--- src/rtl/pipe_hazard_ctrl_pkg.sv ---
`default_nettype none
// +--------------------------------------------------------------------+
// | pipe_ctrl_pkg : shared constants and types for pipe_hazard_ctrl    |
// | Rev 1.0                                                             |
// +--------------------------------------------------------------------+
package pipe_ctrl_pkg;

  localparam int FWD_NONE = 0;
  localparam int FWD_EXE  = 1;
  localparam int FWD_MEM  = 2;
  localparam int FWD_WB   = 3;

  localparam int MD_LAT_DEFAULT = 4;

  typedef enum logic [1:0] {
    PRI_HALT  = 2'd0,
    PRI_STALL = 2'd1,
    PRI_FLUSH = 2'd2,
    PRI_RUN   = 2'd3
  } pri_e;

endpackage
`default_nettype wire

--- src/rtl/pipe_hazard_ctrl_if.sv ---
`default_nettype none
// +--------------------------------------------------------------------+
// | pipe_hazard_ctrl_if : decoder/pipeline <-> hazard controller bus   |
// | Rev 1.0                                                             |
// +--------------------------------------------------------------------+
interface pipe_hazard_ctrl_if #(
  parameter int NUM_FWD = 3,
  parameter int ADDR_W  = 5,
  parameter int SEL_W   = $clog2(NUM_FWD + 1)
);
  logic                      debug_en;
  logic                      debug_step;
  logic [ADDR_W-1:0]         rs_addr;
  logic [ADDR_W-1:0]         rt_addr;
  logic                      rs_used;
  logic                      rt_used;
  logic                      is_store;
  logic                      is_md;
  logic                      branch_taken;
  logic [NUM_FWD*ADDR_W-1:0] stg_waddr;
  logic [NUM_FWD-1:0]        stg_wen;
  logic [NUM_FWD-1:0]        stg_from_mem;

  logic [SEL_W-1:0]          fwd_a_sel;
  logic [SEL_W-1:0]          fwd_b_sel;
  logic                      store_late_fwd;
  logic                      if_en;
  logic                      id_en;
  logic                      exe_en;
  logic                      mem_en;
  logic                      wb_en;
  logic                      id_flush;
  logic                      exe_flush;
  logic                      md_busy;
  logic [31:0]               stall_cycles;

  modport master (
    output debug_en, debug_step, rs_addr, rt_addr, rs_used, rt_used,
           is_store, is_md, branch_taken, stg_waddr, stg_wen, stg_from_mem,
    input  fwd_a_sel, fwd_b_sel, store_late_fwd, if_en, id_en, exe_en,
           mem_en, wb_en, id_flush, exe_flush, md_busy, stall_cycles
  );

  modport slave (
    input  debug_en, debug_step, rs_addr, rt_addr, rs_used, rt_used,
           is_store, is_md, branch_taken, stg_waddr, stg_wen, stg_from_mem,
    output fwd_a_sel, fwd_b_sel, store_late_fwd, if_en, id_en, exe_en,
           mem_en, wb_en, id_flush, exe_flush, md_busy, stall_cycles
  );

endinterface
`default_nettype wire

--- src/rtl/pipe_hazard_ctrl_fwd_select.sv ---
`default_nettype none
// +--------------------------------------------------------------------+
// | fwd_select : forwarding source select for one ID operand           |
// | Rev 1.0                                                             |
// +--------------------------------------------------------------------+
module fwd_select
  import pipe_ctrl_pkg::*;
#(
  parameter int NUM_FWD = 3,
  parameter int ADDR_W  = 5,
  parameter int SEL_W   = $clog2(NUM_FWD + 1)
) (
  input  logic [ADDR_W-1:0]         addr,
  input  logic                      used,
  input  logic                      is_store,
  input  logic [NUM_FWD*ADDR_W-1:0] stg_waddr,
  input  logic [NUM_FWD-1:0]        stg_wen,
  input  logic [NUM_FWD-1:0]        stg_from_mem,
  output logic [SEL_W-1:0]          sel,
  output logic                      load_hit,
  output logic                      late_fwd
);

  logic [SEL_W-1:0] win;
  logic             exe_load;

  // Scan oldest to youngest so the lowest matching index is written last and wins.
  always_comb begin
    win = SEL_W'(FWD_NONE);
    if (used && (addr != '0)) begin
      for (int k = NUM_FWD; k >= 1; k--) begin
        if (stg_wen[k-1] && (stg_waddr[k*ADDR_W-1 -: ADDR_W] == addr)) begin
          win = SEL_W'(k);
        end
      end
    end
  end

  // Load data is not ready in EXE; only store data may pick it up late in MEM.
  assign exe_load = (win == SEL_W'(FWD_EXE)) && stg_from_mem[FWD_EXE-1];
  assign late_fwd = exe_load && is_store;
  assign load_hit = exe_load && !is_store;
  assign sel      = exe_load ? SEL_W'(FWD_NONE) : win;

endmodule
`default_nettype wire

--- src/rtl/pipe_hazard_ctrl.sv ---
`default_nettype none
// +--------------------------------------------------------------------+
// | pipe_hazard_ctrl : forwarding, stall, flush and debug-step control |
// | Rev 1.0                                                             |
// +--------------------------------------------------------------------+
module pipe_hazard_ctrl
  import pipe_ctrl_pkg::*;
#(
  parameter int NUM_FWD      = 3,
  parameter int ADDR_W       = 5,
  parameter int MD_LAT       = MD_LAT_DEFAULT,
  parameter int BRANCH_FLUSH = 1
) (
  input  logic              clk,
  input  logic              rst_n,
  pipe_hazard_ctrl_if.slave bus
);

  localparam int SEL_W = $clog2(NUM_FWD + 1);
  localparam int CNT_W = $clog2(MD_LAT + 1);

  logic [SEL_W-1:0] a_sel, b_sel;
  logic             a_load, b_load, a_late, b_late;
  logic             load_use, md_stall, step_pulse, halt;
  logic             if_en, id_en, exe_en, mem_en, wb_en, id_flush, exe_flush;
  pri_e             pri;

  logic [CNT_W-1:0] md_cnt_q, md_cnt_d;
  logic             step_prev_q, step_prev_d;
  logic [31:0]      stall_cycles_q, stall_cycles_d;

  fwd_select #(.NUM_FWD(NUM_FWD), .ADDR_W(ADDR_W), .SEL_W(SEL_W)) u_fwd_rs (
    .addr(bus.rs_addr), .used(bus.rs_used), .is_store(1'b0),
    .stg_waddr(bus.stg_waddr), .stg_wen(bus.stg_wen), .stg_from_mem(bus.stg_from_mem),
    .sel(a_sel), .load_hit(a_load), .late_fwd(a_late)
  );

  fwd_select #(.NUM_FWD(NUM_FWD), .ADDR_W(ADDR_W), .SEL_W(SEL_W)) u_fwd_rt (
    .addr(bus.rt_addr), .used(bus.rt_used), .is_store(bus.is_store),
    .stg_waddr(bus.stg_waddr), .stg_wen(bus.stg_wen), .stg_from_mem(bus.stg_from_mem),
    .sel(b_sel), .load_hit(b_load), .late_fwd(b_late)
  );

  assign load_use   = a_load | b_load;
  assign md_stall   = (md_cnt_q != '0);
  assign step_pulse = bus.debug_step & ~step_prev_q;
  assign halt       = bus.debug_en & ~step_pulse;

  always_comb begin
    pri = PRI_RUN;
    if (halt)                                    pri = PRI_HALT;
    else if (md_stall || load_use)               pri = PRI_STALL;
    else if (bus.branch_taken && BRANCH_FLUSH != 0) pri = PRI_FLUSH;
  end

  always_comb begin
    if_en     = 1'b1;
    id_en     = 1'b1;
    exe_en    = 1'b1;
    mem_en    = 1'b1;
    wb_en     = 1'b1;
    id_flush  = 1'b0;
    exe_flush = 1'b0;
    case (pri)
      PRI_HALT: begin
        if_en  = 1'b0;
        id_en  = 1'b0;
        exe_en = 1'b0;
        mem_en = 1'b0;
        wb_en  = 1'b0;
      end
      PRI_STALL: begin
        if_en     = 1'b0;
        id_en     = 1'b0;
        exe_flush = 1'b1;
      end
      PRI_FLUSH: id_flush = 1'b1;
      default: ;
    endcase
  end

  // mem_en is low only under halt, so a halt freezes the occupancy count.
  always_comb begin
    md_cnt_d = md_cnt_q;
    if (bus.is_md && id_en && !halt) begin
      md_cnt_d = CNT_W'(MD_LAT);
    end else if ((md_cnt_q != '0) && mem_en) begin
      md_cnt_d = md_cnt_q - 1'b1;
    end
  end

  always_comb begin
    step_prev_d    = bus.debug_step;
    stall_cycles_d = stall_cycles_q;
    if (!if_en && !halt && (stall_cycles_q != '1)) begin
      stall_cycles_d = stall_cycles_q + 32'd1;
    end
  end

  always_ff @(posedge clk or negedge rst_n) begin
    if (!rst_n) begin
      md_cnt_q       <= '0;
      step_prev_q    <= 1'b0;
      stall_cycles_q <= '0;
    end else begin
      md_cnt_q       <= md_cnt_d;
      step_prev_q    <= step_prev_d;
      stall_cycles_q <= stall_cycles_d;
    end
  end

  assign bus.fwd_a_sel      = a_sel;
  assign bus.fwd_b_sel      = b_sel;
  assign bus.store_late_fwd = a_late | b_late;
  assign bus.if_en          = if_en;
  assign bus.id_en          = id_en;
  assign bus.exe_en         = exe_en;
  assign bus.mem_en         = mem_en;
  assign bus.wb_en          = wb_en;
  assign bus.id_flush       = id_flush;
  assign bus.exe_flush      = exe_flush;
  assign bus.md_busy        = md_stall;
  assign bus.stall_cycles   = stall_cycles_q;

endmodule
`default_nettype wire
--- src/flat_wrapper.sv ---
// flat-port wrapper written by rule: the top's interface ports become plain ports
module pipe_hazard_ctrl_flat import pipe_ctrl_pkg::*;
#(
  parameter int NUM_FWD      = 3,
  parameter int ADDR_W       = 5,
  parameter int MD_LAT       = MD_LAT_DEFAULT,
  parameter int BRANCH_FLUSH = 1
)
  (clk, rst_n, bus_debug_en, bus_debug_step, bus_rs_addr, bus_rt_addr, bus_rs_used, bus_rt_used, bus_is_store, bus_is_md, bus_branch_taken, bus_stg_waddr, bus_stg_wen, bus_stg_from_mem, bus_fwd_a_sel, bus_fwd_b_sel, bus_store_late_fwd, bus_if_en, bus_id_en, bus_exe_en, bus_mem_en, bus_wb_en, bus_id_flush, bus_exe_flush, bus_md_busy, bus_stall_cycles);
  pipe_hazard_ctrl_if #(.NUM_FWD(NUM_FWD), .ADDR_W(ADDR_W)) bus_i ();
  input  logic clk;
  input  logic rst_n;
  input wire logic [$bits(bus_i.debug_en)-1:0] bus_debug_en;
  input wire logic [$bits(bus_i.debug_step)-1:0] bus_debug_step;
  input wire logic [$bits(bus_i.rs_addr)-1:0] bus_rs_addr;
  input wire logic [$bits(bus_i.rt_addr)-1:0] bus_rt_addr;
  input wire logic [$bits(bus_i.rs_used)-1:0] bus_rs_used;
  input wire logic [$bits(bus_i.rt_used)-1:0] bus_rt_used;
  input wire logic [$bits(bus_i.is_store)-1:0] bus_is_store;
  input wire logic [$bits(bus_i.is_md)-1:0] bus_is_md;
  input wire logic [$bits(bus_i.branch_taken)-1:0] bus_branch_taken;
  input wire logic [$bits(bus_i.stg_waddr)-1:0] bus_stg_waddr;
  input wire logic [$bits(bus_i.stg_wen)-1:0] bus_stg_wen;
  input wire logic [$bits(bus_i.stg_from_mem)-1:0] bus_stg_from_mem;
  output wire logic [$bits(bus_i.fwd_a_sel)-1:0] bus_fwd_a_sel;
  output wire logic [$bits(bus_i.fwd_b_sel)-1:0] bus_fwd_b_sel;
  output wire logic [$bits(bus_i.store_late_fwd)-1:0] bus_store_late_fwd;
  output wire logic [$bits(bus_i.if_en)-1:0] bus_if_en;
  output wire logic [$bits(bus_i.id_en)-1:0] bus_id_en;
  output wire logic [$bits(bus_i.exe_en)-1:0] bus_exe_en;
  output wire logic [$bits(bus_i.mem_en)-1:0] bus_mem_en;
  output wire logic [$bits(bus_i.wb_en)-1:0] bus_wb_en;
  output wire logic [$bits(bus_i.id_flush)-1:0] bus_id_flush;
  output wire logic [$bits(bus_i.exe_flush)-1:0] bus_exe_flush;
  output wire logic [$bits(bus_i.md_busy)-1:0] bus_md_busy;
  output wire logic [$bits(bus_i.stall_cycles)-1:0] bus_stall_cycles;
  assign bus_i.debug_en = bus_debug_en;
  assign bus_i.debug_step = bus_debug_step;
  assign bus_i.rs_addr = bus_rs_addr;
  assign bus_i.rt_addr = bus_rt_addr;
  assign bus_i.rs_used = bus_rs_used;
  assign bus_i.rt_used = bus_rt_used;
  assign bus_i.is_store = bus_is_store;
  assign bus_i.is_md = bus_is_md;
  assign bus_i.branch_taken = bus_branch_taken;
  assign bus_i.stg_waddr = bus_stg_waddr;
  assign bus_i.stg_wen = bus_stg_wen;
  assign bus_i.stg_from_mem = bus_stg_from_mem;
  assign bus_fwd_a_sel = bus_i.fwd_a_sel;
  assign bus_fwd_b_sel = bus_i.fwd_b_sel;
  assign bus_store_late_fwd = bus_i.store_late_fwd;
  assign bus_if_en = bus_i.if_en;
  assign bus_id_en = bus_i.id_en;
  assign bus_exe_en = bus_i.exe_en;
  assign bus_mem_en = bus_i.mem_en;
  assign bus_wb_en = bus_i.wb_en;
  assign bus_id_flush = bus_i.id_flush;
  assign bus_exe_flush = bus_i.exe_flush;
  assign bus_md_busy = bus_i.md_busy;
  assign bus_stall_cycles = bus_i.stall_cycles;
  pipe_hazard_ctrl #(.NUM_FWD(NUM_FWD), .ADDR_W(ADDR_W), .MD_LAT(MD_LAT), .BRANCH_FLUSH(BRANCH_FLUSH)) u_core (.clk(clk), .rst_n(rst_n), .bus(bus_i));
endmodule
--- config.mk ---
export PLATFORM = sky130hd
export DESIGN_NAME = pipe_hazard_ctrl_flat
export DESIGN_NICKNAME = d
export VERILOG_FILES = /design/src/rtl/pipe_hazard_ctrl_pkg.sv /design/src/rtl/pipe_hazard_ctrl_if.sv /design/src/rtl/pipe_hazard_ctrl_fwd_select.sv /design/src/rtl/pipe_hazard_ctrl.sv /design/src/flat_wrapper.sv
export SDC_FILE = /design/constraint.sdc
export NUM_CORES = 1
export LEC_CHECK = 0
export BUFFER_PORTS_ARGS = -buffer_cell sky130_fd_sc_hd__buf_2
export CAP_MARGIN = 20
export CORE_UTILIZATION = 40
export CTS_CLUSTER_SIZE = 40
export DETAILED_ROUTE_END_ITERATION = 8
export PLACE_DENSITY = 0.66
export RECOVER_POWER = 100
export SLEW_MARGIN = 10
export SYNTH_ARGS = -nofsm -noshare
export SYNTH_HDL_FRONTEND = slang
export SYNTH_SLANG_ARGS = --single-unit
--- constraint.sdc ---
create_clock -name clk -period 2.45 [get_ports clk]
set_input_delay 0.3675 -clock clk [delete_from_list [all_inputs] [get_ports clk]]
set_output_delay 0.3675 -clock clk [all_outputs]
set_load 0.01 [all_outputs]
==> results of run 1 <==
## cells by family after synthesis
| logic type | after synthesis | synth area share, % |
|---|---|---|
| compound gates | 13 | 4.13 |
| xor+xnor | 61 | 22.0 |
| fa+ha+maj | 3 | 1.55 |
| buf+inv | 18 | 3.97 |
| flops | 36 | 37.2 |
| mux | 1 | 0.464 |
| simple gates | 119 | 30.7 |
## report_power, final
part | total [uW] | switching (uW) | internal (uW)
clock network | 404 | 211 | 193
logic | 807 | 485 | 322
registers | 895 | 166 | 729
total | 2110 | 862 | 1240
## area by class of cell
class,instances,share of cell area [%]
Clock buffer,6,2.47
Clock inverter,1,0.171
Inverter,8,1.02
Multi-Input combinational cell,197,48.2
Sequential cell,36,30.7
Tap cell,72,3.07
Timing Repair Buffer,92,14.4
## routing by layer
metal / global-route usage [%] / share of wire (%) / vias up
met3: 2.97 / 4.4 / 11
met4: 8.75 / 2.0 / 0
met2: 33.2 / 47 / 60
met1: 26.0 / 46 / 1032
met5: 0 / 0 / -
li1: - / - / 1062
## critical path: cells and delay by family
kind,cells,cell delay (ps)
compound gates,1,230
buf+inv,2,290
simple gates,4,1050
## metrics by stage
step | cell area [sq um] | hold slack (ps) | cells
2_1_floorplan | 2420 | 71.9 | 251
3_3_place_gp | 2950 | 471 | 405
3_5_place_dp | 2950 | 478 | 405
4_1_cts | 3020 | 185 | 412
5_1_grt | 2940 | 204 | 412
6_report | 2940 | 203 | 412
## worst paths after layout
kind | end | slack, ps | startpoint
setup / recovery | bus_if_en | 130 | bus_rt_addr[1]
hold / removal | u_core.step_prev_q | 200 | bus_debug_step
setup reg to reg | u_core.bus.stall_cycles[5] | 180 | u_core.bus.stall_cycles[8]
hold reg to reg | u_core.bus.stall_cycles[27] | 490 | u_core.bus.stall_cycles[27]
max in group asynchronous | u_core.bus.stall_cycles[7] | 760 | rst_n
min in group asynchronous | u_core.bus.stall_cycles[31] | 590 | rst_n
## registers in the layout, indices dropped and copies added (netlist names)
name                     cells
u_core.step_prev_q           1
u_core.md_cnt_q              3
u_core.bus.stall_cycles     32
## synthesized netlist by cell type
| cell type | n |
|---|---|
| nand3_1 | 12 |
| nor4_1 | 8 |
| nor4b_1 | 2 |
| a21o_1 | 1 |
| nand2_1 | 23 |
| nor4_2 | 4 |
| or3_1 | 1 |
| clkbuf_1 | 2 |
| or4_1 | 3 |
| ha_1 | 3 |
| mux2_1 | 1 |
| nand4_1 | 8 |
| and2_1 | 3 |
| o21ai_0 | 3 |
| o21ai_1 | 2 |
| nor4_4 | 1 |
| buf_6 | 1 |
| and4bb_4 | 1 |
| o2bb2ai_1 | 1 |
| inv_1 | 8 |
| dfrtp_1 | 36 |
| nor2_4 | 1 |
| nor4b_2 | 3 |
| a21oi_1 | 2 |
| o21ai_4 | 1 |
| nor2_1 | 6 |
| a31oi_1 | 1 |
| nor3b_1 | 4 |
| nor2b_1 | 2 |
| nand4_2 | 1 |
| and4_1 | 4 |
| nand3b_1 | 2 |
| o41ai_2 | 1 |
| buf_2 | 2 |
| and3_1 | 9 |
| nor3_1 | 21 |
| o211a_1 | 1 |
| xor2_1 | 51 |
| xnor2_1 | 10 |
| buf_4 | 5 |
==> results.json, run 1 <==
{
  "areaGrowthSynthToFinish_pct": 21.1,
  "min_path_type": "input port to flip-flop",
  "io_buffers": 82,
  "cts-hold-fix-buffers": 0,
  "drt_first_pass_iters": 4,
  "multiInputGateArea_sq_um": 1420,
  "root_buffer": "clkbuf_8",
  "syn-num-nets": 294,
  "start_kind": "input port",
  "setup_slack_ps": 135,
  "critPathKind": "input port to output port",
  "rows": 27,
  "overflow": 0,
  "setup_tns_ps": 0,
  "crit_path_end_kind": "output port",
  "cp_cell_sequence": "buf_2, or4_1, o211a_1, and4bb_4, nor2_1, and2_0, clkbuf_1",
  "vdd_ir_drop_max_uv": 406,
  "clk_latency_ps": 300,
  "grt_max_degree": 37,
  "cts_resized": 0,
  "failed_checks": "max-capacitance violations, max-slew violations",
  "wl_per_cell_um": 14.2,
  "drive_gt1_share_pct": 18.8,
  "synth_top_cells_by_area": "dfrtp_1, xor2_1, nor3_1",
  "postSynthCellCount": 251,
  "fmax_mhz": 432,
  "ios": 85,
  "seqCellArea_sq_um": 901,
  "avgSynthCellArea_sq_um": 9.66,
  "drtAntennaViolNets": 0,
  "p_leak_uw": 0.00124,
  "place_congestion": 0.883,
  "drt_iter0_markers": 110,
  "setup_viol": 0,
  "via_per_inst": 5.25,
  "grt_usage_pct": 20.1,
  "coreArea_sq_um": 5680,
  "finalCritPeriodShare_pct": 94.5,
  "die-area_sq_um": 6380,
  "p_per_area_nw_per_um2": 717,
  "synth_top_area_share_pct": 37.2,
  "worst_ep_required_time_ps": 2080,
  "die_x_um": 79.9,
  "period_minus_slack_ps": 2320,
  "start_util_pct": 42.7,
  "antenna_found_initial": 0,
  "yosysUniqueCellTypes": 40,
  "hold_violations": 0,
  "grt_pass1_wl_mm": 9.99,
  "drv_cap": 1,
  "ys_seq_elements": 36,
  "rsz0062_at_grt": "no",
  "fin_worst_skew_ps": 4.37,
  "num_vias": 2165,
  "cts_tree": "yes",
  "post_cts_buffers": 0,
  "slowest_delay_ps": 540,
  "tightestPinTransition_ps": 1910,
  "hold_depth": 1,
  "drc": 0,
  "final_common_cell": "xor2_1",
  "final_cell_mix": "xor2_1, clkbuf_1, buf_2, dfrtp_1, nand2_1",
  "drt_wl_total_mm": 5.85,
  "maxSlewViolCount": 37,
  "fin_nets": 383,
  "cts_made_buffers": 5,
  "synth_top_cell_by_area": "dfrtp_1",
  "cp_max_fo": 4,
  "outcome": "finished, violations left",
  "utilization_pct": 51.7,
  "place_ws_ps": 101,
  "cts_buffer_depth": 2,
  "ys_warn_count": 0,
  "synth_area_sq_um": 2420,
  "crit_arrival_ps": 1950,
  "seq_area_frac_synth_pct": 37.2,
  "power.total_uw": 2110,
  "slowest_stage": "or4_1",
  "num-fill-cells": 569,
  "first_global_vias": 2176,
  "rr_worst_depth": 7,
  "dp_hpwl_mm": 4.46,
  "slew_headroom_pct": -27.1,
  "n_antenna_cell": 0,
  "cts_max_level": 2,
  "clkTransAtPathRegs_ps": 70,
  "die_y_um": 79.9,
  "cts_sinks": 36
}
No activity file was read; power rests on OpenSTA's default activity.
==> run 2: changes to the inputs <==
REMOVE_ABC_BUFFERS = 1   (was unset)
==> results.json, run 2 (synthesis gave the netlist of run 1 again) <==
{
  "outcome": "finished, violations left",
  "failed_checks": "max-capacitance violations, max-slew violations",
  "cp_max_fo": 4,
  "hold_violations": 0,
  "hold_depth": 1,
  "place_congestion": 0.805,
  "dp_hpwl_mm": 4.33,
  "start_kind": "input port",
  "p_leak_uw": 0.00124,
  "cts_resized": 0,
  "drtAntennaViolNets": 0,
  "p_per_area_nw_per_um2": 704,
  "drc": 0,
  "cts_sinks": 36,
  "via_per_inst": 5.19,
  "multiInputGateArea_sq_um": 1410,
  "num-fill-cells": 562,
  "first_global_vias": 2014,
  "period_minus_slack_ps": 2330,
  "die-area_sq_um": 6380,
  "drive_gt1_share_pct": 18.3,
  "cts_tree": "yes",
  "num_vias": 2134,
  "final_cell_mix": "xor2_1, clkbuf_1, buf_2, dfrtp_1, nand2_1",
  "slew_headroom_pct": -27.1,
  "start_util_pct": 42.7,
  "power_frac_comb_pct": 38.2,
  "clkTransAtPathRegs_ps": 60,
  "io_buffers": 82,
  "cts_max_level": 2,
  "rows": 27,
  "finalCritPeriodShare_pct": 95.0,
  "areaGrowthSynthToFinish_pct": 21.0,
  "maxSlewViolCount": 37,
  "fin_nets": 382,
  "dp_cells": 404,
  "wl_per_cell_um": 13.6,
  "post_cts_buffers": 0,
  "clk_latency_ps": 280,
  "grt_max_degree": 37,
  "setup_tns_ps": 0,
  "overflow": 0,
  "drt_first_pass_iters": 4,
  "vdd_ir_drop_max_uv": 473,
  "critPathKind": "input port to output port",
  "switchingPower_uw": 828,
  "tightestPinTransition_ps": 1910,
  "seqCellArea_sq_um": 901,
  "worst_ep_required_time_ps": 2080,
  "n_antenna_cell": 0,
  "grt_usage_pct": 19.2,
  "utilization_pct": 51.7,
  "largest_register_ffs": 32,
  "p_int_uw": 1240,
  "grt_pass1_wl_mm": 9.50,
  "final_common_cell": "xor2_1",
  "die_y_um": 79.9,
  "pwr-share-clk_pct": 19.0,
  "fmax_mhz": 430,
  "drt_wl_total_mm": 5.61,
  "die_x_um": 79.9,
  "crit_arrival_ps": 1960,
  "crit_path_end_kind": "output port",
  "drv_cap": 1,
  "cts_made_buffers": 5,
  "rsz0062_at_grt": "no",
  "coreArea_sq_um": 5680,
  "antenna_found_initial": 0,
  "cts_buffer_depth": 2,
  "final-instance-count-excl-fill": 411,
  "min_path_type": "input port to flip-flop",
  "setup_viol": 0,
  "ios": 85,
  "fin_worst_skew_ps": 9.51,
  "drt_iter0_markers": 133,
  "power.total_uw": 2070,
  "sw_frac_of_total_pct": 40.1,
  "cts-hold-fix-buffers": 0,
  "whs_ps": 210,
  "rr_worst_depth": 7,
  "seqPwrFrac_pct": 42.8,
  "root_buffer": "clkbuf_8"
}
==> run 2: path summary, 6_finish.rpt <==
path                                                 start                          end  slack [ps]
worst max-delay path                        bus_rt_addr[1]                 bus_id_flush         120
worst min-delay path                        bus_debug_step           u_core.step_prev_q         210
worst max register to register  u_core.bus.stall_cycles[6]   u_core.bus.stall_cycles[8]         200
worst min register to register  u_core.bus.stall_cycles[7]   u_core.bus.stall_cycles[7]         480
max in group asynchronous                            rst_n           u_core.step_prev_q         740
min in group asynchronous                            rst_n  u_core.bus.stall_cycles[15]         600
==> run 2: routing by layer <==
| layer | part of all wire (%) | vias up | global-route usage, % |
|---|---|---|---|
| met1 | 48 | 1011 | 26.1 |
| met5 | 0 | - | 0 |
| met2 | 46 | 55 | 30.4 |
| met3 | 5.3 | 5 | 4.00 |
| li1 | - | 1063 | - |
| met4 | 1.1 | 0 | 6.25 |
==> run 2: layout make-up <==
cell class	count	area share, %
clock inverters	1	0.171
clock buffers	6	2.47
well taps	72	3.07
repair buffers	91	14.5
flip-flops and latches	36	30.7
multi-input cells	197	48.0
inverters	8	1.02
==> run 2: critical path: stages <==
cell and delay, ps:
buf_2 140, or4_1 550, o211a_1 230, and4bb_4 220, nor2_1 130, and3_1 170, clkbuf_1 150
==> run 2: power by group through the flow <==
stage,logic (uW),registers (uW),clock network (uW)
after detailed placement,837,888,0
final,789,884,393
after global routing,896,912,435
after global placement,818,889,0
after CTS,839,880,407
after floorplan,451,917,0
==> run 2: through the flow <==
step	setup slack, ps	cell area [sq um]
final	123	2930
after global routing	36.0	2930
after CTS	148	3020
after detailed placement	122	2940
after global placement	125	2940
after floorplan	-46.9	2360
==> run 3: changes to the inputs <==
CORE_UTILIZATION = 44   (was 40)
PLACE_DENSITY = 0.72   (was 0.66)
==> results.json, run 3 (synthesis gave the netlist of run 1 again) <==
{
  "worst_r2r_endpoint": "u_core.bus.stall_cycles[21]",
  "min_path_type": "input port to flip-flop",
  "cp_cell_sequence": "buf_2, or4_1, o211a_1, and4bb_4, nor2_1, and2_0, clkbuf_2",
  "cts_made_buffers": 5,
  "final-instance-count-excl-fill": 414,
  "wl_met2_mm": 2.65,
  "p_int_uw": 1280,
  "rsz0062_at_grt": "no",
  "failed_checks": "max-capacitance violations, max-slew violations",
  "wl_met1_mm": 2.60,
  "hold_path_end": "u_core.step_prev_q",
  "pwr-share-clk_pct": 20.6,
  "cts_buffer_depth": 2,
  "via_per_inst": 5.27,
  "hold_depth": 1,
  "utilization_pct": 56.9,
  "ios": 85,
  "drc": 0,
  "path_buf_inv": 2,
  "cp_max_fo": 4,
  "tightestPinTransition_ps": 1870,
  "areaGrowthSynthToFinish_pct": 22.1,
  "whs_ps": 192,
  "crit_path_end_kind": "output port",
  "grt_usage_pct": 20.5,
  "coreArea_sq_um": 5200,
  "num_vias": 2181,
  "cts_sinks": 36,
  "reg2reg_slack_ps": 200,
  "place_ws_ps": 23.1,
  "worst_ep_required_time_ps": 2080,
  "drtAntennaViolNets": 0,
  "grt_pass1_wl_mm": 9.67,
  "switchingPower_uw": 843,
  "setup_slack_ps": 128,
  "rr_worst_depth": 7,
  "reg2reg_from": "u_core.bus.stall_cycles[8]",
  "antenna_found_initial": 0,
  "start_util_pct": 46.6,
  "dp_cells": 406,
  "dp_hpwl_mm": 4.36,
  "maxSlewViolCount": 37,
  "drv_cap": 1,
  "setup_viol": 0,
  "overflow": 0,
  "n_antenna_cell": 0,
  "rows": 26,
  "cts_resized": 0,
  "wl_met3_um": 331,
  "power_frac_comb_pct": 37.7,
  "p_per_area_nw_per_um2": 716,
  "hold_violations": 0,
  "critPathKind": "input port to output port",
  "wl_per_cell_um": 13.7,
  "place_congestion": 0.837,
  "fin_worst_skew_ps": 2.81,
  "start_kind": "input port",
  "grt_max_degree": 37,
  "outcome": "finished, violations left",
  "slowest_delay_ps": 540,
  "seqPwrFrac_pct": 41.7,
  "die_x_um": 76.2,
  "p_leak_uw": 0.00128,
  "cts_max_level": 2,
  "cts_tree": "yes",
  "fmax_mhz": 431,
  "drive_gt1_share_pct": 20.6,
  "drt_first_pass_iters": 4,
  "cts-hold-fix-buffers": 0,
  "die-area_sq_um": 5810,
  "vdd_ir_drop_max_uv": 678,
  "period_minus_slack_ps": 2320,
  "first_global_vias": 2097,
  "drt_iter0_markers": 47,
  "die_y_um": 76.2,
  "post_cts_buffers": 0,
  "final_common_cell": "xor2_1",
  "slew_headroom_pct": -24.8,
  "power.total_uw": 2120,
  "drt_wl_total_mm": 5.67,
  "final_cell_mix": "xor2_1, clkbuf_1, buf_2, dfrtp_1, nand2_1",
  "critical_path.top_delay_family": "simple AND/OR/NAND/NOR gates",
  "slowest_stage": "or4_1",
  "crit_arrival_ps": 1950,
  "clkTransAtPathRegs_ps": 70,
  "fin_nets": 386,
  "root_buffer": "clkbuf_8",
  "largest_register_ffs": 32,
  "clk_latency_ps": 290,
  "hp-start": "bus_debug_step",
  "io_buffers": 82,
  "finalCritPeriodShare_pct": 94.8,
  "routed.top_layer": "met4",
  "sw_frac_of_total_pct": 39.8
}
## run 3: cell count changes in the layout (fill, tap and decap cells not counted), sizes merged
| cell | delta |
|---|---|
| buf | +3 |
| clkbuf | +1 |
| clkinv | +1 |
## run 3: cell type report
class | count | area (sq um)
timing repair buffer | 95 | 445
multi-input combinational | 197 | 1400
inverter | 8 | 30.0
clock buffer | 6 | 82.6
tap | 70 | 87.6
sequential | 36 | 901
clock inverter | 2 | 10.0
fill | 513 | 2240
## run 3: metrics by stage
stage | cell area (sq um) | setup TNS (ps)
after floorplan | 2360 | -46.9
after global placement | 2950 | 0
after detailed placement | 2950 | 0
after CTS | 3050 | 0
after global routing | 2960 | 0
final | 2960 | 0
## run 3: power groups by stage
stage          sequential (uW)  clock (uW)  combinational (uW)
6_report                   884         436                 799
3_3_place_gp               883           0                 824
3_5_place_dp               889           0                 850
2_1_floorplan              917           0                 451
4_1_cts                    879         448                 853
5_1_grt                    904         476                 897
## run 3: worst max path at each step
| stage | from | endpoint | slack, ps | cells past startpoint |
|---|---|---|---|---|
| floorplan | bus_rt_addr[1] | u_core.bus.stall_cycles[1] | -50 | 6 |
| detailed placement | bus_rt_addr[1] | u_core.bus.stall_cycles[13] | 20 | 8 |
| finish | bus_rt_addr[1] | bus_if_en | 130 | 7 |
| CTS | bus_rt_addr[1] | bus_exe_flush | 130 | 7 |
| global route | bus_rt_addr[1] | bus_if_en | 30 | 7 |
| global placement | bus_rt_addr[1] | u_core.bus.stall_cycles[9] | 30 | 8 |
## run 3: routing by layer
layer | up-vias | GRT usage (%)
li1 | 1069 | -
met1 | 1038 | 25.7
met2 | 65 | 34.1
met3 | 9 | 4.79
met4 | 0 | 7.88
met5 | - | 0
